## src/rtl/serial_bridge_pkg.sv

```systemverilog
// Shared types and constants for the serial MMIO <-> UART bridge.
package serial_bridge_pkg;

    localparam int   DATA_BITS = 8;
    localparam logic START_BIT = 1'b0;
    localparam logic STOP_BIT  = 1'b1;

    typedef enum logic [1:0] {
        TX_IDLE  = 2'd0,
        TX_START = 2'd1,
        TX_DATA  = 2'd2,
        TX_STOP  = 2'd3
    } tx_state_t;

    typedef enum logic [2:0] {
        RX_IDLE      = 3'd0,
        RX_START     = 3'd1,
        RX_DATA      = 3'd2,
        RX_STOP      = 3'd3,
        RX_WAIT_HIGH = 3'd4
    } rx_state_t;

endpackage

```

## src/rtl/serial_rx_fifo.sv

```systemverilog
// Small synchronous receive FIFO. The head entry is read combinationally
// from storage; a pop on an empty FIFO is ignored, and a push on a full
// FIFO only lands when a pop frees the slot in the same cycle.
module serial_rx_fifo #(
    parameter int DEPTH = 4
) (
    input  logic       clock,
    input  logic       reset,
    input  logic       push,
    input  logic [7:0] push_data,
    input  logic       pop,
    output logic [7:0] head,
    output logic       full,
    output logic       empty
);

    localparam int AW    = $clog2(DEPTH);
    localparam int CNT_W = AW + 1;
    localparam logic [AW-1:0]    PTR_ONE    = AW'(1);
    localparam logic [CNT_W-1:0] CNT_ONE    = CNT_W'(1);
    localparam logic [CNT_W-1:0] CNT_ZERO   = CNT_W'(0);
    localparam logic [CNT_W-1:0] CNT_FULL   = CNT_W'(DEPTH);

    logic [7:0]       mem_r [DEPTH];
    logic [AW-1:0]    wr_ptr_r;
    logic [AW-1:0]    rd_ptr_r;
    logic [CNT_W-1:0] count_r;
    logic             do_pop_s;
    logic             do_push_s;

    assign empty = (count_r == CNT_ZERO);
    assign full  = (count_r == CNT_FULL);
    assign head  = mem_r[rd_ptr_r];

    // Qualify the raw strobes against the current occupancy.
    always_comb begin
        do_pop_s  = pop & ~empty;
        do_push_s = push & (~full | do_pop_s);
    end

    // Storage, pointers and occupancy count.
    always_ff @(posedge clock or negedge reset) begin
        if (!reset) begin
            for (int i = 0; i < DEPTH; i++) begin
                mem_r[i] <= 8'h00;
            end
            wr_ptr_r <= '0;
            rd_ptr_r <= '0;
            count_r  <= CNT_ZERO;
        end else begin
            if (do_push_s) begin
                mem_r[wr_ptr_r] <= push_data;
                wr_ptr_r        <= wr_ptr_r + PTR_ONE;
            end
            if (do_pop_s) begin
                rd_ptr_r <= rd_ptr_r + PTR_ONE;
            end
            case ({do_push_s, do_pop_s})
                2'b10:   count_r <= count_r + CNT_ONE;
                2'b01:   count_r <= count_r - CNT_ONE;
                default: count_r <= count_r;
            endcase
        end
    end

endmodule

```

## src/rtl/serial_uart_bridge.sv

```systemverilog
// Processor serial MMIO byte port <-> asynchronous 8N1 UART line pair.
// TX: one-byte holding register feeding a bit shifter.
// RX: 2-flop synchronizer, mid-bit sampling deserializer, small FIFO.
module serial_uart_bridge
    import serial_bridge_pkg::*;
#(
    parameter int CLKS_PER_BIT  = 434,
    parameter int RX_FIFO_DEPTH = 4
) (
    input  logic       clock,
    input  logic       reset,
    input  logic [7:0] proc_data_in,
    input  logic       proc_wren_in,
    output logic       proc_ready_out,
    output logic [7:0] proc_data_out,
    output logic       proc_valid_out,
    input  logic       proc_rden_in,
    input  logic       uart_rx_in,
    output logic       uart_tx_out,
    output logic       rx_overrun_out,
    output logic       rx_frame_err_out
);

    localparam int CNT_W = $clog2(CLKS_PER_BIT);
    localparam logic [CNT_W-1:0] CNT_ZERO = CNT_W'(0);
    localparam logic [CNT_W-1:0] CNT_ONE  = CNT_W'(1);
    localparam logic [CNT_W-1:0] CNT_LAST = CNT_W'(CLKS_PER_BIT - 1);
    localparam logic [CNT_W-1:0] CNT_HALF = CNT_W'(CLKS_PER_BIT / 2 - 1);
    localparam logic [2:0]       IDX_ONE  = 3'd1;
    localparam logic [2:0]       IDX_LAST = 3'(DATA_BITS - 1);

    // ---------------- TX path ----------------
    tx_state_t        tx_state_r;
    logic [CNT_W-1:0] tx_cnt_r;
    logic [2:0]       tx_idx_r;
    logic [7:0]       tx_shift_r;
    logic [7:0]       tx_hold_r;
    logic             tx_ready_r;
    logic             tx_line_r;
    logic             tx_load_s;

    assign proc_ready_out = tx_ready_r;
    assign uart_tx_out    = tx_line_r;

    // Shifter takes the held byte when idle or at the very end of a stop bit.
    always_comb begin
        tx_load_s = 1'b0;
        if (!tx_ready_r) begin
            if (tx_state_r == TX_IDLE) begin
                tx_load_s = 1'b1;
            end else if ((tx_state_r == TX_STOP) && (tx_cnt_r == CNT_LAST)) begin
                tx_load_s = 1'b1;
            end else begin
                tx_load_s = 1'b0;
            end
        end else begin
            tx_load_s = 1'b0;
        end
    end

    // Holding register: accept a write only when empty, free it on load.
    always_ff @(posedge clock or negedge reset) begin
        if (!reset) begin
            tx_hold_r  <= 8'h00;
            tx_ready_r <= 1'b1;
        end else if (tx_load_s) begin
            tx_ready_r <= 1'b1;
        end else if (proc_wren_in && tx_ready_r) begin
            tx_hold_r  <= proc_data_in;
            tx_ready_r <= 1'b0;
        end
    end

    // TX bit sequencer: start, 8 data bits LSB first, stop; back-to-back capable.
    always_ff @(posedge clock or negedge reset) begin
        if (!reset) begin
            tx_state_r <= TX_IDLE;
            tx_cnt_r   <= CNT_ZERO;
            tx_idx_r   <= 3'd0;
            tx_shift_r <= 8'h00;
            tx_line_r  <= STOP_BIT;
        end else begin
            case (tx_state_r)
                TX_IDLE: begin
                    tx_cnt_r <= CNT_ZERO;
                    if (tx_load_s) begin
                        tx_shift_r <= tx_hold_r;
                        tx_line_r  <= START_BIT;
                        tx_state_r <= TX_START;
                    end
                end
                TX_START: begin
                    if (tx_cnt_r == CNT_LAST) begin
                        tx_cnt_r   <= CNT_ZERO;
                        tx_idx_r   <= 3'd0;
                        tx_line_r  <= tx_shift_r[0];
                        tx_shift_r <= {1'b0, tx_shift_r[7:1]};
                        tx_state_r <= TX_DATA;
                    end else begin
                        tx_cnt_r <= tx_cnt_r + CNT_ONE;
                    end
                end
                TX_DATA: begin
                    if (tx_cnt_r == CNT_LAST) begin
                        tx_cnt_r <= CNT_ZERO;
                        if (tx_idx_r == IDX_LAST) begin
                            tx_line_r  <= STOP_BIT;
                            tx_state_r <= TX_STOP;
                        end else begin
                            tx_idx_r   <= tx_idx_r + IDX_ONE;
                            tx_line_r  <= tx_shift_r[0];
                            tx_shift_r <= {1'b0, tx_shift_r[7:1]};
                        end
                    end else begin
                        tx_cnt_r <= tx_cnt_r + CNT_ONE;
                    end
                end
                TX_STOP: begin
                    if (tx_cnt_r == CNT_LAST) begin
                        tx_cnt_r <= CNT_ZERO;
                        if (tx_load_s) begin
                            tx_shift_r <= tx_hold_r;
                            tx_line_r  <= START_BIT;
                            tx_state_r <= TX_START;
                        end else begin
                            tx_state_r <= TX_IDLE;
                        end
                    end else begin
                        tx_cnt_r <= tx_cnt_r + CNT_ONE;
                    end
                end
                default: begin
                    tx_state_r <= TX_IDLE;
                    tx_cnt_r   <= CNT_ZERO;
                    tx_line_r  <= STOP_BIT;
                end
            endcase
        end
    end

    // ---------------- RX path ----------------
    logic             rx_meta_r;
    logic             rx_sync_r;
    rx_state_t        rx_state_r;
    logic [CNT_W-1:0] rx_cnt_r;
    logic [2:0]       rx_idx_r;
    logic [7:0]       rx_shift_r;
    logic             rx_push_r;
    logic [7:0]       rx_push_data_r;
    logic             rx_overrun_r;
    logic             rx_frame_err_r;
    logic             fifo_full_s;
    logic             fifo_empty_s;

    assign rx_overrun_out   = rx_overrun_r;
    assign rx_frame_err_out = rx_frame_err_r;
    assign proc_valid_out   = ~fifo_empty_s;

    // Two-flop synchronizer for the asynchronous RX line (idles high).
    always_ff @(posedge clock or negedge reset) begin
        if (!reset) begin
            rx_meta_r <= 1'b1;
            rx_sync_r <= 1'b1;
        end else begin
            rx_meta_r <= uart_rx_in;
            rx_sync_r <= rx_meta_r;
        end
    end

    // RX deserializer: validate start at half-bit, then sample each mid-bit.
    always_ff @(posedge clock or negedge reset) begin
        if (!reset) begin
            rx_state_r     <= RX_IDLE;
            rx_cnt_r       <= CNT_ZERO;
            rx_idx_r       <= 3'd0;
            rx_shift_r     <= 8'h00;
            rx_push_r      <= 1'b0;
            rx_push_data_r <= 8'h00;
            rx_frame_err_r <= 1'b0;
        end else begin
            rx_push_r <= 1'b0;
            case (rx_state_r)
                RX_IDLE: begin
                    rx_cnt_r <= CNT_ZERO;
                    if (rx_sync_r == START_BIT) begin
                        rx_state_r <= RX_START;
                    end
                end
                RX_START: begin
                    if (rx_cnt_r == CNT_HALF) begin
                        rx_cnt_r <= CNT_ZERO;
                        rx_idx_r <= 3'd0;
                        if (rx_sync_r != START_BIT) begin
                            rx_state_r <= RX_IDLE;
                        end else begin
                            rx_state_r <= RX_DATA;
                        end
                    end else begin
                        rx_cnt_r <= rx_cnt_r + CNT_ONE;
                    end
                end
                RX_DATA: begin
                    if (rx_cnt_r == CNT_LAST) begin
                        rx_cnt_r   <= CNT_ZERO;
                        rx_shift_r <= {rx_sync_r, rx_shift_r[7:1]};
                        if (rx_idx_r == IDX_LAST) begin
                            rx_state_r <= RX_STOP;
                        end else begin
                            rx_idx_r <= rx_idx_r + IDX_ONE;
                        end
                    end else begin
                        rx_cnt_r <= rx_cnt_r + CNT_ONE;
                    end
                end
                RX_STOP: begin
                    if (rx_cnt_r == CNT_LAST) begin
                        rx_cnt_r <= CNT_ZERO;
                        if (rx_sync_r == STOP_BIT) begin
                            rx_push_r      <= 1'b1;
                            rx_push_data_r <= rx_shift_r;
                            rx_state_r     <= RX_IDLE;
                        end else begin
                            rx_frame_err_r <= 1'b1;
                            rx_state_r     <= RX_WAIT_HIGH;
                        end
                    end else begin
                        rx_cnt_r <= rx_cnt_r + CNT_ONE;
                    end
                end
                RX_WAIT_HIGH: begin
                    // A held break must not look like a stream of new start bits.
                    rx_cnt_r <= CNT_ZERO;
                    if (rx_sync_r == STOP_BIT) begin
                        rx_state_r <= RX_IDLE;
                    end
                end
                default: begin
                    rx_state_r <= RX_IDLE;
                    rx_cnt_r   <= CNT_ZERO;
                end
            endcase
        end
    end

    // Sticky overrun: a push arrived while full and no pop made room.
    always_ff @(posedge clock or negedge reset) begin
        if (!reset) begin
            rx_overrun_r <= 1'b0;
        end else if (rx_push_r && fifo_full_s && !proc_rden_in) begin
            rx_overrun_r <= 1'b1;
        end
    end

    serial_rx_fifo #(
        .DEPTH (RX_FIFO_DEPTH)
    ) u_rx_fifo (
        .clock     (clock),
        .reset     (reset),
        .push      (rx_push_r),
        .push_data (rx_push_data_r),
        .pop       (proc_rden_in),
        .head      (proc_data_out),
        .full      (fifo_full_s),
        .empty     (fifo_empty_s)
    );

endmodule
```

## config.mk

```make
export PLATFORM = sky130hd
export DESIGN_NAME = serial_uart_bridge
export DESIGN_NICKNAME = d
export VERILOG_FILES = /design/src/rtl/serial_bridge_pkg.sv /design/src/rtl/serial_rx_fifo.sv /design/src/rtl/serial_uart_bridge.sv
export SDC_FILE = /design/constraint.sdc
export NUM_CORES = 1
export LEC_CHECK = 0
export ABC_AREA = 0
export CAP_MARGIN = 20
export CELL_PAD_IN_SITES_DETAIL_PLACEMENT = 2
export CELL_PAD_IN_SITES_GLOBAL_PLACEMENT = 2
export CORE_MARGIN = 5
export CORE_UTILIZATION = 30
export CTS_CLUSTER_DIAMETER = 30
export DETAILED_ROUTE_END_ITERATION = 10
export PLACE_DENSITY_LB_ADDON = 0.15
export SLEW_MARGIN = 15
export SYNTH_ARGS = -nofsm -noshare
export SYNTH_HDL_FRONTEND = slang
export SYNTH_SLANG_ARGS = --single-unit
export TNS_END_PERCENT = 30
```

## constraint.sdc

```tcl
create_clock -name clock -period 2.1 [get_ports clock]
set_clock_uncertainty 0.2 [all_clocks]
set_input_delay 0.42 -clock clock [delete_from_list [all_inputs] [get_ports clock]]
set_output_delay 0.42 -clock clock [all_outputs]
set_load 0.05 [all_outputs]
```

==> metrics.log, run 1 <==
INFO  metric drv.max_cap_violation_count = 0
INFO  metric yosysTopAreaCellShare = 0.5035
INFO  metric layout_min_cycle_time = approximately 2200 ps
INFO  metric layout_setup_ws = -138.0 ps
INFO  metric slowest_stage = sky130_fd_sc_hd__or4b_4
INFO  metric root_buffer = sky130_fd_sc_hd__clkbuf_16
INFO  metric area_occupied_by_multi_input_gates = around 0.0025 mm^2
INFO  metric timing.critical_path.cells = or4b_4, o31a_1, buf_6, o41ai_2, a221oi_2
INFO  metric io_pins = 26
INFO  metric setup_violations = 16
INFO  metric final_antenna_net_count = 0
INFO  metric timing_worst_setup_path_type = reg -> reg
INFO  metric design.core.area = around 0.017 mm^2
INFO  metric cp_peak_stage_delay = ~590 ps
INFO  metric worst-path-max-fanout = 5
INFO  metric synth.largest_area_cell = sky130_fd_sc_hd__dfrtp_1
INFO  metric clockBufferDepth = 2
INFO  metric fraction_of_registers_with_async_set_or_reset_after_synthesis = 1.000
INFO  metric internal_pwr_total = 4.458 mW
INFO  metric share_seq_of_total_power = 0.364
INFO  metric filler_cell_count = between 1500 and 2000
INFO  metric post_synth_instance_area = ~0.0051 mm^2
INFO  metric synth_seq_cells = 107
INFO  metric status = finished, violations left
INFO  metric via_per_inst = a little under 5
INFO  metric grt.total_usage = 0.1333
INFO  metric number_of_global_route_vias_before_repair = ~4000
INFO  metric post-route-util = 0.4023
INFO  metric violations = negative setup slack
INFO  metric postSynthCellCount = around 410
INFO  metric cts.htree.levels = 3
INFO  metric synth.top_cells.by_area = sky130_fd_sc_hd__dfrtp_1 (50%), sky130_fd_sc_hd__mux2_2 (12%), sky130_fd_sc_hd__ha_1 (4.6%), sky130_fd_sc_hd__mux4_2 (3.5%), sky130_fd_sc_hd__xnor2_1 (2.2%)
INFO  metric cts_made_buffers = 9
INFO  metric worstSetupStartpointType = register
INFO  metric post_route_cells_drive_above_1_share = 0.4037
INFO  metric global_route_wire_length_before_repair = between 20 and 25 mm
INFO  metric detailedRoute.firstPassIterationCount = 4
INFO  metric hold_path_class = reg -> reg
INFO  metric routabilityCongestion = around 0.76
INFO  metric p_sw_frac = 0.3471
INFO  metric cts_sinks = between 100 and 150
INFO  metric postSynthNetCount = 444
INFO  metric grt-ovfl-total = 0
INFO  metric clk-insertion-delay-late = between 300 and 400 ps
INFO  metric synth_ff_type = sky130_fd_sc_hd__dfrtp_1
INFO  metric synthesis.yosys.warnings = 0
INFO  metric clkPwrFrac = 0.242
INFO  metric timing_worst_slew_pin_value = 483.1 ps
INFO  metric grt_max_degree = 43
INFO  metric final_nets = around 520
INFO  metric post-route-drc-count = 0
INFO  metric most_common_library_cell_in_the_layout_ignoring_fill_and_taps = sky130_fd_sc_hd__dfrtp_1
INFO  metric drv_slew = 0
INFO  metric wl_per_cell = ~18 um
INFO  metric required = between 2000 and 2500 ps
INFO  metric design.die.area = 0.01977 mm^2
INFO  metric timing.fmax = ~0.45 GHz
INFO  metric power_density = ~1000 mW/mm^2
INFO  metric dp_worst_setup_slack = -499.9 ps
INFO  metric critPathArrivalTime = roughly 2300 ps
INFO  metric total_power = 6.829 mW
INFO  metric routed_wl = approximately 13 mm
INFO  metric synthesis.area_per_instance = around 12 um^2
INFO  metric rows = 47
INFO  metric initialDrtViolationCount = roughly 110
INFO  metric portBuffers = 25
INFO  metric num_antenna_cells = 0
INFO  metric dpl_cell_area = between 0.006 and 0.007 mm^2
INFO  metric die_width = around 140 um
INFO  metric antenna_violations_before_repair = 0
INFO  metric dp.final_hpwl = a little under 9 mm
INFO  metric worst_setup_hold_path_clk_slew = roughly 70 ps
INFO  metric finalInstanceArea = approximately 0.0067 mm^2
INFO  metric total_switching_power = around 2.4 mW
INFO  metric initial_utilization = 0.3076
INFO  metric yosysSeqAreaShare = 0.5241
INFO  metric post_synth_edffs = 0
INFO  metric chipHeight = 140.6 um
INFO  metric via_count_of_the_routed_design = roughly 3500
INFO  metric critical_path.endpoint_type = register
INFO  metric layout_area_growth_over_synthesis = 30.80%
INFO  metric cts_tree = built
INFO  metric comb_power_share = 0.394
INFO  metric worst_ir_drop_vdd = about 530 uV
INFO  metric leakage = about 3.1 nW
INFO  metric rsz_0062_raised_after_global_routing = true
INFO  metric setup_tns = -1664 ps
INFO  metric final-seq-area = roughly 0.0027 mm^2
INFO  metric ys_types = between 50 and 60
INFO  metric min_period_over_period = 1.066
INFO  metric layout.cells.most_common_list = sky130_fd_sc_hd__dfrtp_1 (102), sky130_fd_sc_hd__mux2_2 (56), sky130_fd_sc_hd__buf_4 (46)
INFO  metric report.final.hold_viol_count = 0
INFO  metric slew_headroom = 0.6780
layout make-up:
cell class / count / area share
repair buffers: 85 / 0.1252
multi-input cells: 259 / 0.3756
flip-flops and latches: 107 / 0.4009
inverters: 26 / 0.01458
well taps: 220 / 0.04111
clock inverters: 6 / 0.008410
clock buffers: 10 / 0.03420
per-layer routing:
layer | global-route usage | vias to the layer above | part of all wire | wire length, um
li1 | - | 1654 | - | -
met1 | 0.1724 | 1836 | 0.46 | 5712
met2 | 0.2251 | 41 | 0.51 | 6355
met3 | 0.02201 | 12 | 0.022 | 281
met4 | 0.04946 | 0 | 0.015 | 193
met5 | 0 | - | 0 | 0
flip-flops by register name, indices dropped and copies added (netlist names), 2 cells and up:
name and flops:
rx_cnt_r 9, rx_idx_r 3, rx_push_data_r 8, rx_shift_r 8
rx_state_r 3, tx_cnt_r 9, tx_hold_r 8, tx_idx_r 3
tx_shift_r 8, tx_state_r 2, u_rx_fifo.count_r 3, u_rx_fifo.mem_r 32
u_rx_fifo.rd_ptr_r 2, u_rx_fifo.wr_ptr_r 2
cells by family after synthesis:
logic type	Yosys count	synth area share
xor+xnor	20	0.03422
flops	107	0.5241
fa+ha+maj	20	0.05035
buf+inv	45	0.03911
mux	66	0.1626
simple gates	85	0.08580
compound gates	68	0.1039
cells in the mapped netlist (all sizes together) (2+ instances only):
cell type / count
nand2: 16
nor2: 30
inv: 26
o311ai: 7
a41o: 3
a32oi: 2
mux2: 57
nand4bb: 2
o21a: 2
and2: 4
o211ai: 3
a221oi: 7
o31ai: 2
and3: 5
o22ai: 2
ha: 19
o41ai: 7
xnor2: 13
nand3: 5
nand2b: 2
dfstp: 4
buf: 7
nor2b: 2
nand4: 4
o31a: 3
nor3b: 2
o21ai: 8
mux4: 8
xor2: 7
dfrtp: 103
a21oi: 9
clkbuf: 12
nor3: 5
a22o: 6
nand4b: 2
through the flow:
step           cells  hold slack (ps)
3_3_place_gp     689            146.9
2_1_floorplan    411           -75.59
4_1_cts          708            159.1
6_report         713            158.0
5_1_grt          713            166.8
3_5_place_dp     689            148.1
power by group through the flow:
stage               Combinational [mW]  Clock [mW]  Sequential, mW
global placement                  2.18           0            2.52
detailed placement                2.23           0            2.53
floorplan                         1.34           0            2.53
finish                            2.69        1.65            2.49
CTS                               2.42        1.73            2.49
global route                      2.95        1.81            2.52
what timing repair did:
action	CTS	global route
hold buffers	1	0
cloned	0	0
endpoints found under the setup margin	33	47
buffers inserted	2	5
hold endpoints to repair	24	0
pin swaps	23	7
resized for setup	33	21
worst paths after layout:
check,start,endpoint,slack [ps],cells past startpoint
hold reg to reg,rx_meta_r,rx_sync_r,160,0
min in group asynchronous,reset,rx_push_data_r[2],370,2
setup reg to reg,tx_cnt_r[6],tx_shift_r[4],-140,5
setup / recovery,tx_cnt_r[6],tx_shift_r[4],-140,5
max in group asynchronous,reset,u_rx_fifo.count_r[1],730,3
hold / removal,rx_meta_r,rx_sync_r,160,0
worst max-delay path, delay by kind of cell (launching register included):
family	cells	cell delay, ps
buf+inv	1	170
compound gates	3	770
simple gates	1	590
flops	1	380
No activity file was read; power rests on OpenSTA's default activity.
==> run 2: changes to the inputs <==
--- a/config.mk
+++ b/config.mk
@@ -13,6 +13,7 @@
 export CORE_UTILIZATION = 30
 export CTS_CLUSTER_DIAMETER = 30
 export DETAILED_ROUTE_END_ITERATION = 10
+export HOLD_SLACK_MARGIN = 0.03
 export PLACE_DENSITY_LB_ADDON = 0.15
 export SLEW_MARGIN = 15
 export SYNTH_ARGS = -nofsm -noshare
==> results of run 2 <==
Same layout as run 1: the final DEF is identical, and so are final timing and power.
